==> config.mk <==
export PLATFORM = sky130hd
export DESIGN_NAME = stall_ctrl
export DESIGN_NICKNAME = d
export VERILOG_FILES = /design/src/rtl/stall_ctrl_pkg.sv /design/src/rtl/stall_ctrl_counter.sv /design/src/rtl/stall_ctrl.sv
export SDC_FILE = /design/constraint.sdc
export NUM_CORES = 1
export LEC_CHECK = 0
export ABC_AREA = 0
export BUFFER_PORTS_ARGS = -buffer_cell sky130_fd_sc_hd__buf_2
export CORE_MARGIN = 5
export CORE_UTILIZATION = 40
export DETAILED_ROUTE_END_ITERATION = 12
export PLACE_DENSITY_LB_ADDON = 0.12
export SYNTH_ARGS = -nofsm -noshare
export SYNTH_HDL_FRONTEND = slang
export SYNTH_HIERARCHICAL = 1
export SYNTH_SLANG_ARGS = --single-unit
==> constraint.sdc <==
create_clock -name clock -period 2.29 [get_ports clock]
set_clock_uncertainty 0.15 [all_clocks]
set_input_delay 0.3435 -clock clock [delete_from_list [all_inputs] [get_ports clock]]
set_output_delay 0.3435 -clock clock [all_outputs]
set_load 0.03 [all_outputs]
==> src/rtl/stall_ctrl_pkg.sv <==
// -----------------------------------------------------------------------------
// stall_ctrl_pkg
//   Shared definitions for the pipeline hazard controller:
//   - stall bus width and per-stage bit positions (PC, IF, ID, EX, MEM, WB)
//   - register bus width used for the redirect target
//   - FSM state encoding (RUN / FLUSH)
//   - packed request bundle and the stall priority encoder function
// -----------------------------------------------------------------------------
package stall_ctrl_pkg;

    localparam int STALL_W = 6;
    localparam int REG_W   = 32;

    // Stage indices into the stall bus
    localparam int STALL_PC  = 0;
    localparam int STALL_IF  = 1;
    localparam int STALL_ID  = 2;
    localparam int STALL_EX  = 3;
    localparam int STALL_MEM = 4;
    localparam int STALL_WB  = 5;

    // Stall patterns: every stage at or below the requester holds
    localparam logic [STALL_W-1:0] STALL_NONE    = 6'b000000;
    localparam logic [STALL_W-1:0] STALL_BY_IF   = 6'b000011;
    localparam logic [STALL_W-1:0] STALL_BY_ID   = 6'b000111;
    localparam logic [STALL_W-1:0] STALL_BY_EX   = 6'b001111;
    localparam logic [STALL_W-1:0] STALL_BY_MEM  = 6'b011111;

    typedef enum logic [0:0] {
        CTRL_RUN   = 1'b0,
        CTRL_FLUSH = 1'b1
    } ctrl_state_e;

    typedef struct packed {
        logic mem;
        logic ex;
        logic id;
        logic ifs;
    } stall_req_t;

    // Priority encoder: the highest requesting stage wins and stalls all
    // upstream stages; lower requests are subsumed. WB never stalls.
    function automatic logic [STALL_W-1:0] stall_encode(input stall_req_t req);
        logic [STALL_W-1:0] v;
        v = STALL_NONE;
        if (req.mem) begin
            v = STALL_BY_MEM;
        end else if (req.ex) begin
            v = STALL_BY_EX;
        end else if (req.id) begin
            v = STALL_BY_ID;
        end else if (req.ifs) begin
            v = STALL_BY_IF;
        end else begin
            v = STALL_NONE;
        end
        v[STALL_WB] = 1'b0;
        return v;
    endfunction

endpackage

==> src/rtl/stall_ctrl_counter.sv <==
// -----------------------------------------------------------------------------
// stall_counter
//   Stall statistics: a saturating run-length watchdog and a wrapping
//   performance counter, both driven by the PC-stage stall bit.
// Ports:
//   clock    in   rising-edge clock
//   reset    in   asynchronous active-high reset
//   stalled  in   1 on every cycle the PC stage is stalled
//   timeout  out  sticky: set once WATCHDOG_LIMIT consecutive stalls seen
//   count    out  total stalled cycles, wraps modulo 2^CNT_WIDTH
// -----------------------------------------------------------------------------
module stall_counter #(
    parameter int WATCHDOG_LIMIT = 1024,
    parameter int CNT_WIDTH      = 32
) (
    input  logic                 clock,
    input  logic                 reset,
    input  logic                 stalled,
    output logic                 timeout,
    output logic [CNT_WIDTH-1:0] count
);

    localparam int RUN_W = $clog2(WATCHDOG_LIMIT + 1);
    localparam logic [RUN_W-1:0] RUN_LIMIT = RUN_W'(WATCHDOG_LIMIT);

    logic [RUN_W-1:0]     r_run_len;
    logic [RUN_W-1:0]     w_run_len_next;
    logic                 r_timeout;
    logic [CNT_WIDTH-1:0] r_count;

    // Next run length: clear on any unstalled cycle, saturate at the limit
    always_comb begin
        w_run_len_next = r_run_len;
        if (!stalled) begin
            w_run_len_next = {RUN_W{1'b0}};
        end else if (r_run_len == RUN_LIMIT) begin
            w_run_len_next = r_run_len;
        end else begin
            w_run_len_next = r_run_len + RUN_W'(1);
        end
    end

    // Run-length, sticky timeout and performance counter registers
    always_ff @(posedge clock or posedge reset) begin
        if (reset) begin
            r_run_len <= {RUN_W{1'b0}};
            r_timeout <= 1'b0;
            r_count   <= {CNT_WIDTH{1'b0}};
        end else begin
            r_run_len <= w_run_len_next;
            // Timeout is flagged in the same edge that the run length
            // reaches the limit, so it is visible right after that cycle.
            if (w_run_len_next == RUN_LIMIT) begin
                r_timeout <= 1'b1;
            end else begin
                r_timeout <= r_timeout;
            end
            if (stalled) begin
                r_count <= r_count + CNT_WIDTH'(1);
            end else begin
                r_count <= r_count;
            end
        end
    end

    assign timeout = r_timeout;
    assign count   = r_count;

endmodule

==> src/rtl/stall_ctrl.sv <==
// -----------------------------------------------------------------------------
// stall_ctrl
//   Pipeline hazard controller. Merges per-stage stall requests into the
//   stall vector consumed by the pipe_* stage registers and sequences
//   branch-redirect flushes. Stall statistics live in stall_counter.
// Ports:
//   clock, reset        rising-edge clock, async active-high reset
//   req_if/id/ex/mem    per-stage stall requests
//   br_taken_i          EX resolved a taken branch this cycle
//   br_target_i         redirect target, valid with br_taken_i
//   stall_o             [0]PC [1]IF [2]ID [3]EX [4]MEM [5]WB (combinational)
//   flush_o             kill wrong-path work in IF/ID/EX (registered)
//   pc_redirect_o       PC loads pc_target_o this cycle (registered)
//   pc_target_o         registered branch target
//   timeout_o           sticky watchdog flag
//   stall_cycles_o      count of cycles with stall_o[0]==1
// -----------------------------------------------------------------------------
module stall_ctrl
    import stall_ctrl_pkg::*;
#(
    parameter int WATCHDOG_LIMIT = 1024,
    parameter int CNT_WIDTH      = 32
) (
    input  logic                 clock,
    input  logic                 reset,
    input  logic                 req_if,
    input  logic                 req_id,
    input  logic                 req_ex,
    input  logic                 req_mem,
    input  logic                 br_taken_i,
    input  logic [REG_W-1:0]     br_target_i,
    output logic [STALL_W-1:0]   stall_o,
    output logic                 flush_o,
    output logic                 pc_redirect_o,
    output logic [REG_W-1:0]     pc_target_o,
    output logic                 timeout_o,
    output logic [CNT_WIDTH-1:0] stall_cycles_o
);

    stall_req_t         w_req;
    logic [STALL_W-1:0] w_stall;

    ctrl_state_e        r_state;
    logic               r_flush;
    logic               r_redirect;
    logic [REG_W-1:0]   r_target;

    assign w_req   = '{mem: req_mem, ex: req_ex, id: req_id, ifs: req_if};
    assign w_stall = stall_encode(w_req);

    // Redirect sequencer. A branch is only taken while EX is free to advance;
    // if EX is held the branch is re-presented later. Once in FLUSH, the
    // redirect pulse stays up until EX advances so the consumers cannot miss it.
    always_ff @(posedge clock or posedge reset) begin
        if (reset) begin
            r_state    <= CTRL_RUN;
            r_flush    <= 1'b0;
            r_redirect <= 1'b0;
            r_target   <= {REG_W{1'b0}};
        end else begin
            case (r_state)
                CTRL_RUN: begin
                    if (br_taken_i && !w_stall[STALL_EX]) begin
                        r_state    <= CTRL_FLUSH;
                        r_flush    <= 1'b1;
                        r_redirect <= 1'b1;
                        r_target   <= br_target_i;
                    end else begin
                        r_state    <= CTRL_RUN;
                        r_flush    <= 1'b0;
                        r_redirect <= 1'b0;
                        r_target   <= r_target;
                    end
                end
                CTRL_FLUSH: begin
                    // br_taken_i here comes from the wrong path; ignore it.
                    if (!w_stall[STALL_EX]) begin
                        r_state    <= CTRL_RUN;
                        r_flush    <= 1'b0;
                        r_redirect <= 1'b0;
                    end else begin
                        r_state    <= CTRL_FLUSH;
                        r_flush    <= 1'b1;
                        r_redirect <= 1'b1;
                    end
                    r_target <= r_target;
                end
                default: begin
                    r_state    <= CTRL_RUN;
                    r_flush    <= 1'b0;
                    r_redirect <= 1'b0;
                    r_target   <= r_target;
                end
            endcase
        end
    end

    stall_counter #(
        .WATCHDOG_LIMIT (WATCHDOG_LIMIT),
        .CNT_WIDTH      (CNT_WIDTH)
    ) u_stall_counter (
        .clock   (clock),
        .reset   (reset),
        .stalled (w_stall[STALL_PC]),
        .timeout (timeout_o),
        .count   (stall_cycles_o)
    );

    assign stall_o       = w_stall;
    assign flush_o       = r_flush;
    assign pc_redirect_o = r_redirect;
    assign pc_target_o   = r_target;

endmodule
==> flow_summary.html <==
<table>
<tr><th>Metric</th><th>Value</th></tr>
<tr><th colspan="2">Clocking</th></tr>
<tr><td>Skew-Pair Late Insertion Delay</td><td>340 ps</td></tr>
<tr><td>Number of buffers created by CTS</td><td>9</td></tr>
<tr><td>CTS tree</td><td>built</td></tr>
<tr><td>Depth of the CTS H-tree</td><td>3</td></tr>
<tr><td>Cell at the root of the clock tree</td><td>sky130_fd_sc_hd__clkbuf_8</td></tr>
<tr><td># clock sinks</td><td>77</td></tr>
<tr><td>Clock transition at the register clock pins on the worst setup and hold paths after CTS</td><td>90 ps</td></tr>
<tr><td>Max clock buf depth</td><td>2</td></tr>
<tr><th colspan="2">Power</th></tr>
<tr><td>Internal Power</td><td>2.66 mW</td></tr>
<tr><td>Power density over the cells</td><td>992 mW/mm2</td></tr>
<tr><td>Net switching power figure</td><td>1.64 mW</td></tr>
<tr><td>Maximum resistive drop on vdd</td><td>0.441 mV</td></tr>
<tr><td>Sequential share of power</td><td>0.442</td></tr>
<tr><td>Fraction of power consumed by the clock network</td><td>0.235</td></tr>
<tr><td>Static power due to leakage</td><td>2.18 nW</td></tr>
<tr><td>Post-layout total power</td><td>4.30 mW</td></tr>
<tr><td>Fraction of power consumed by combinational cells</td><td>0.323</td></tr>
<tr><td>Switching portion of total power</td><td>0.382</td></tr>
<tr><th colspan="2">Yosys</th></tr>
<tr><td>Synth Area in Adders</td><td>0.0110</td></tr>
<tr><td>Simple-gate share of the synthesized area</td><td>0.155</td></tr>
<tr><td>Synth async-reset ratio</td><td>1.00</td></tr>
<tr><td>Main combinational cell family by area after synthesis</td><td>simple AND/OR/NAND/NOR gates</td></tr>
<tr><td>Number of flip-flops and latches in the synthesized netlist</td><td>77</td></tr>
<tr><td>Top_reg_cell synth</td><td>sky130_fd_sc_hd__dfrtp_1</td></tr>
<tr><td>Number of flops mapped to enable cells by yosys</td><td>0</td></tr>
<tr><td>Post-Syn Area</td><td>0.00341 mm2</td></tr>
<tr><td>Synthesized instance count</td><td>278</td></tr>
<tr><td>Number of nets in the synthesized netlist</td><td>320</td></tr>
<tr><td>Post-synth cell types</td><td>44</td></tr>
<tr><td>Area fraction in compound gates after synthesis</td><td>0.0326</td></tr>
<tr><td>Syn Area/Cell</td><td>12.3 um2</td></tr>
<tr><td>Post-synthesis mux area share</td><td>0.112</td></tr>
<tr><td>Parity-gate share of the synthesized area counting xor and xnor cells</td><td>0.0924</td></tr>
<tr><td>Fraction of the yosys area taken by sequential cells</td><td>0.565</td></tr>
<tr><td>Total number of yosys warnings</td><td>6</td></tr>
<tr><th colspan="2">STA</th></tr>
<tr><td>Setup tns final</td><td>0 ps</td></tr>
<tr><td>Post-layout worst setup margin</td><td>132 ps</td></tr>
<tr><td>Final hold violations</td><td>0</td></tr>
<tr><td>Final cycle utilization of the critical path</td><td>0.942</td></tr>
<tr><td>Transition time of the tightest slew-check pin</td><td>562 ps</td></tr>
<tr><td>Time the worst path needs with I/O delays and setup</td><td>2160 ps</td></tr>
<tr><td>Headroom to the max-slew limit</td><td>0.626</td></tr>
<tr><td>Total of endpoints with negative setup slack in the final report</td><td>0</td></tr>
<tr><td>Total count of max-transition violations in the final report</td><td>0</td></tr>
<tr><td>Achievable clock frequency</td><td>463 MHz</td></tr>
<tr><th colspan="2">Placed design</th></tr>
<tr><td>Total placed instance area</td><td>0.00411 mm2</td></tr>
<tr><td>Placement Setup Slack</td><td>44.2 ps</td></tr>
<tr><td>Number of port buffers</td><td>110</td></tr>
<tr><td>Routability congestion estimate</td><td>0.854</td></tr>
<tr><td>DP Wirelength</td><td>5.74 mm</td></tr>
<tr><th colspan="2">Detailed routing</th></tr>
<tr><td>Vias</td><td>2,491</td></tr>
<tr><td>Pre-antenna DRT Iters</td><td>4</td></tr>
<tr><td>Violation count after the first detailed-routing iteration</td><td>64</td></tr>
<tr><td>Met3 routed wirelength</td><td>553 um</td></tr>
<tr><td>Number of nets still failing antenna checks after routing</td><td>0</td></tr>
<tr><td>Total DRC errors in the routed layout</td><td>0</td></tr>
<tr><td>Wirelength, routed</td><td>7.74 mm</td></tr>
<tr><td>Average routed wire per standard cell</td><td>15.1 um</td></tr>
<tr><td>Met1 routed wirelength after detailed routing</td><td>3.46 mm</td></tr>
<tr><td>Detailed-routed wire length on met2</td><td>3.69 mm</td></tr>
<tr><td>DR top layer</td><td>met4</td></tr>
<tr><td>Average vias per placed instance</td><td>4.87</td></tr>
<tr><th colspan="2">Hold path</th></tr>
<tr><td>Worst hold path type</td><td>input port to flip-flop</td></tr>
<tr><th colspan="2">Worst setup path</th></tr>
<tr><td>Data arrival time of the critical path</td><td>2280 ps</td></tr>
<tr><td>Path type of the worst setup path</td><td>flip-flop to flip-flop</td></tr>
<tr><td>Worst EP required</td><td>2410 ps</td></tr>
<tr><td>Startpoint type of the worst setup path</td><td>flip-flop</td></tr>
<tr><td>Critical Path Sink Type</td><td>flip-flop</td></tr>
<tr><td>Top fanout value on the critical path</td><td>5</td></tr>
<tr><th colspan="2">Global route</th></tr>
<tr><td>Vias in the first global route</td><td>2,531</td></tr>
<tr><td>Total gr overflow</td><td>0</td></tr>
<tr><td>Total routing resource utilization after global routing</td><td>0.154</td></tr>
<tr><td>Global-route wire length before repair</td><td>12.6 mm</td></tr>
<tr><td>Initial antenna violation count</td><td>0</td></tr>
<tr><td>Largest net degree at the start of global routing</td><td>45</td></tr>
<tr><th colspan="2">Final layout</th></tr>
<tr><td>Fraction of final layout cells with drive strength greater than 1</td><td>0.428</td></tr>
<tr><td>Net count reported at finish</td><td>444</td></tr>
<tr><td>Final core area utilization</td><td>0.525</td></tr>
<tr><td>Area used by multi-input combinational logic</td><td>0.00139 mm2</td></tr>
<tr><td>Count of inserted antenna diode cells</td><td>0</td></tr>
<tr><td>Area growth syn-to-layout</td><td>27.0%</td></tr>
<tr><td>Area taken by flip-flops and latches</td><td>0.00193 mm2</td></tr>
<tr><td>Fillcell total</td><td>779</td></tr>
<tr><td>Final instance area</td><td>0.00433 mm2</td></tr>
<tr><th colspan="2">Flow run</th></tr>
<tr><td>Max_cap viols</td><td>0</td></tr>
<tr><th colspan="2">Floorplanning</th></tr>
<tr><td>Placeable Area</td><td>0.00826 mm2</td></tr>
<tr><td>DIE WIDTH</td><td>102 um</td></tr>
<tr><td>Initial standard-cell utilization of the core</td><td>0.413</td></tr>
<tr><td>Ports placed on the boundary</td><td>112</td></tr>
<tr><td>Die Y</td><td>102 um</td></tr>
<tr><td>Die area</td><td>0.0105 mm2</td></tr>
<tr><td>Std cell rows</td><td>33</td></tr>
<tr><th colspan="2">Status</th></tr>
<tr><td>Run status</td><td>complete, no violations</td></tr>
</table>
critical path, stage by stage, from the launching register on:
cell and delay [ps]:
sky130_fd_sc_hd__dfrtp_1 450, sky130_fd_sc_hd__inv_1 130, sky130_fd_sc_hd__ha_1 170, sky130_fd_sc_hd__nor4b_1 390, sky130_fd_sc_hd__nand4_1 150, sky130_fd_sc_hd__buf_4 190
sky130_fd_sc_hd__mux2i_1 110, sky130_fd_sc_hd__nor4_1 170, sky130_fd_sc_hd__a31o_1 170
repair_timing:
| action | in CTS | in global routing |
|---|---|---|
| endpoints found under the hold margin | 27 | 0 |
| setup buffers | 0 | 2 |
| gates resized for setup | 0 | 1 |
| hold buffers | 1 | 0 |
| endpoints found under the setup margin | 0 | 1 |
layout by cell type, fill, tap and decap left out, drive strengths merged, types with 2 or more instances in the layout:
master  instances
nand2          11
and2            3
or2             2
xnor2          20
xor2           16
dfrtp          77
clkinv          3
buf           122
nor4b           2
clkbuf         11
a21oi           5
ha              3
o21ai           3
nor2b           3
nand4           9
nor4            3
inv             8
and4            4
nor2           21
nand2b          3
and3            7
mux2           33
or3             4
nand3          18
power by group through the flow:
stage / sequential, mW / clock, mW / combinational (mW)
2_1_floorplan: 2.34 / 0 / 0.539
3_3_place_gp: 1.92 / 0 / 1.38
3_5_place_dp: 1.93 / 0 / 1.40
4_1_cts: 1.91 / 1.05 / 1.40
5_1_grt: 1.94 / 1.13 / 1.51
6_report: 1.90 / 1.01 / 1.39
registers in the layout, summed over array words and instances, names as in the netlist:
signal                     flops
u_stall_counter/r_run_len     11
pc_redirect_o                  1
u_stall_counter/count         32
pc_target_o                   32
u_stall_counter/timeout        1
layer usage:
metal	GRT usage	up-vias
li1	-	1210
met1	0.208	1221
met2	0.230	58
met3	0.0512	2
met4	0.0605	0
met5	0	-
path summary, 6_finish.rpt:
check	from	end	slack [ps]	cells past startpoint
max reg2reg	u_stall_counter/r_run_len[1]	u_stall_counter/timeout	130	8
min reg2reg	u_stall_counter/count[31]	u_stall_counter/count[31]	330	1
min	br_target_i[8]	pc_target_o[8]	60	2
max in group asynchronous	reset	u_stall_counter/r_run_len[10]	1050	4
max	u_stall_counter/r_run_len[1]	u_stall_counter/timeout	130	8
min in group asynchronous	reset	pc_target_o[24]	300	3
layout make-up:
type                    count  share of cell area
clock inverters             5              0.0139
inverters                   8             0.00693
flip-flops and latches     77               0.445
well taps                 105              0.0303
clock buffers              11              0.0303
repair buffers            123               0.153
multi-input cells         183               0.321
Yosys cell counts (all sizes together), types with 2 or more instances:
library cell / count / share of area
nand4: 9 / 0.021
nand2b: 3 / 0.0055
dfrtp: 77 / 0.56
nand3: 18 / 0.026
and4: 4 / 0.010
xor2: 16 / 0.041
nor2b: 3 / 0.0055
inv: 8 / 0.0088
ha: 3 / 0.011
nor2: 21 / 0.023
nand2: 11 / 0.012
o21ai: 3 / 0.0044
and2: 3 / 0.0055
nor4: 3 / 0.0055
and3: 7 / 0.013
mux2: 33 / 0.11
a21oi: 5 / 0.0084
buf: 9 / 0.021
xnor2: 20 / 0.051
or3: 4 / 0.0073
or2: 2 / 0.0037
nor4b: 2 / 0.0095
cells by family after synthesis:
family | count (synthesis)
buf+inv | 18
fa+ha+maj | 3
simple gates | 93
mux | 34
flops | 77
compound gates | 16
xor+xnor | 36
other cells | 1
metrics by stage:
stage | hold slack (ps) | cells
3_5_place_dp | 92.7 | 493
2_1_floorplan | 322 | 278
5_1_grt | 46.0 | 512
3_3_place_gp | 85.4 | 493
6_report | 63.6 | 512
4_1_cts | 39.6 | 510
Power figures use the tool's default switching activity.
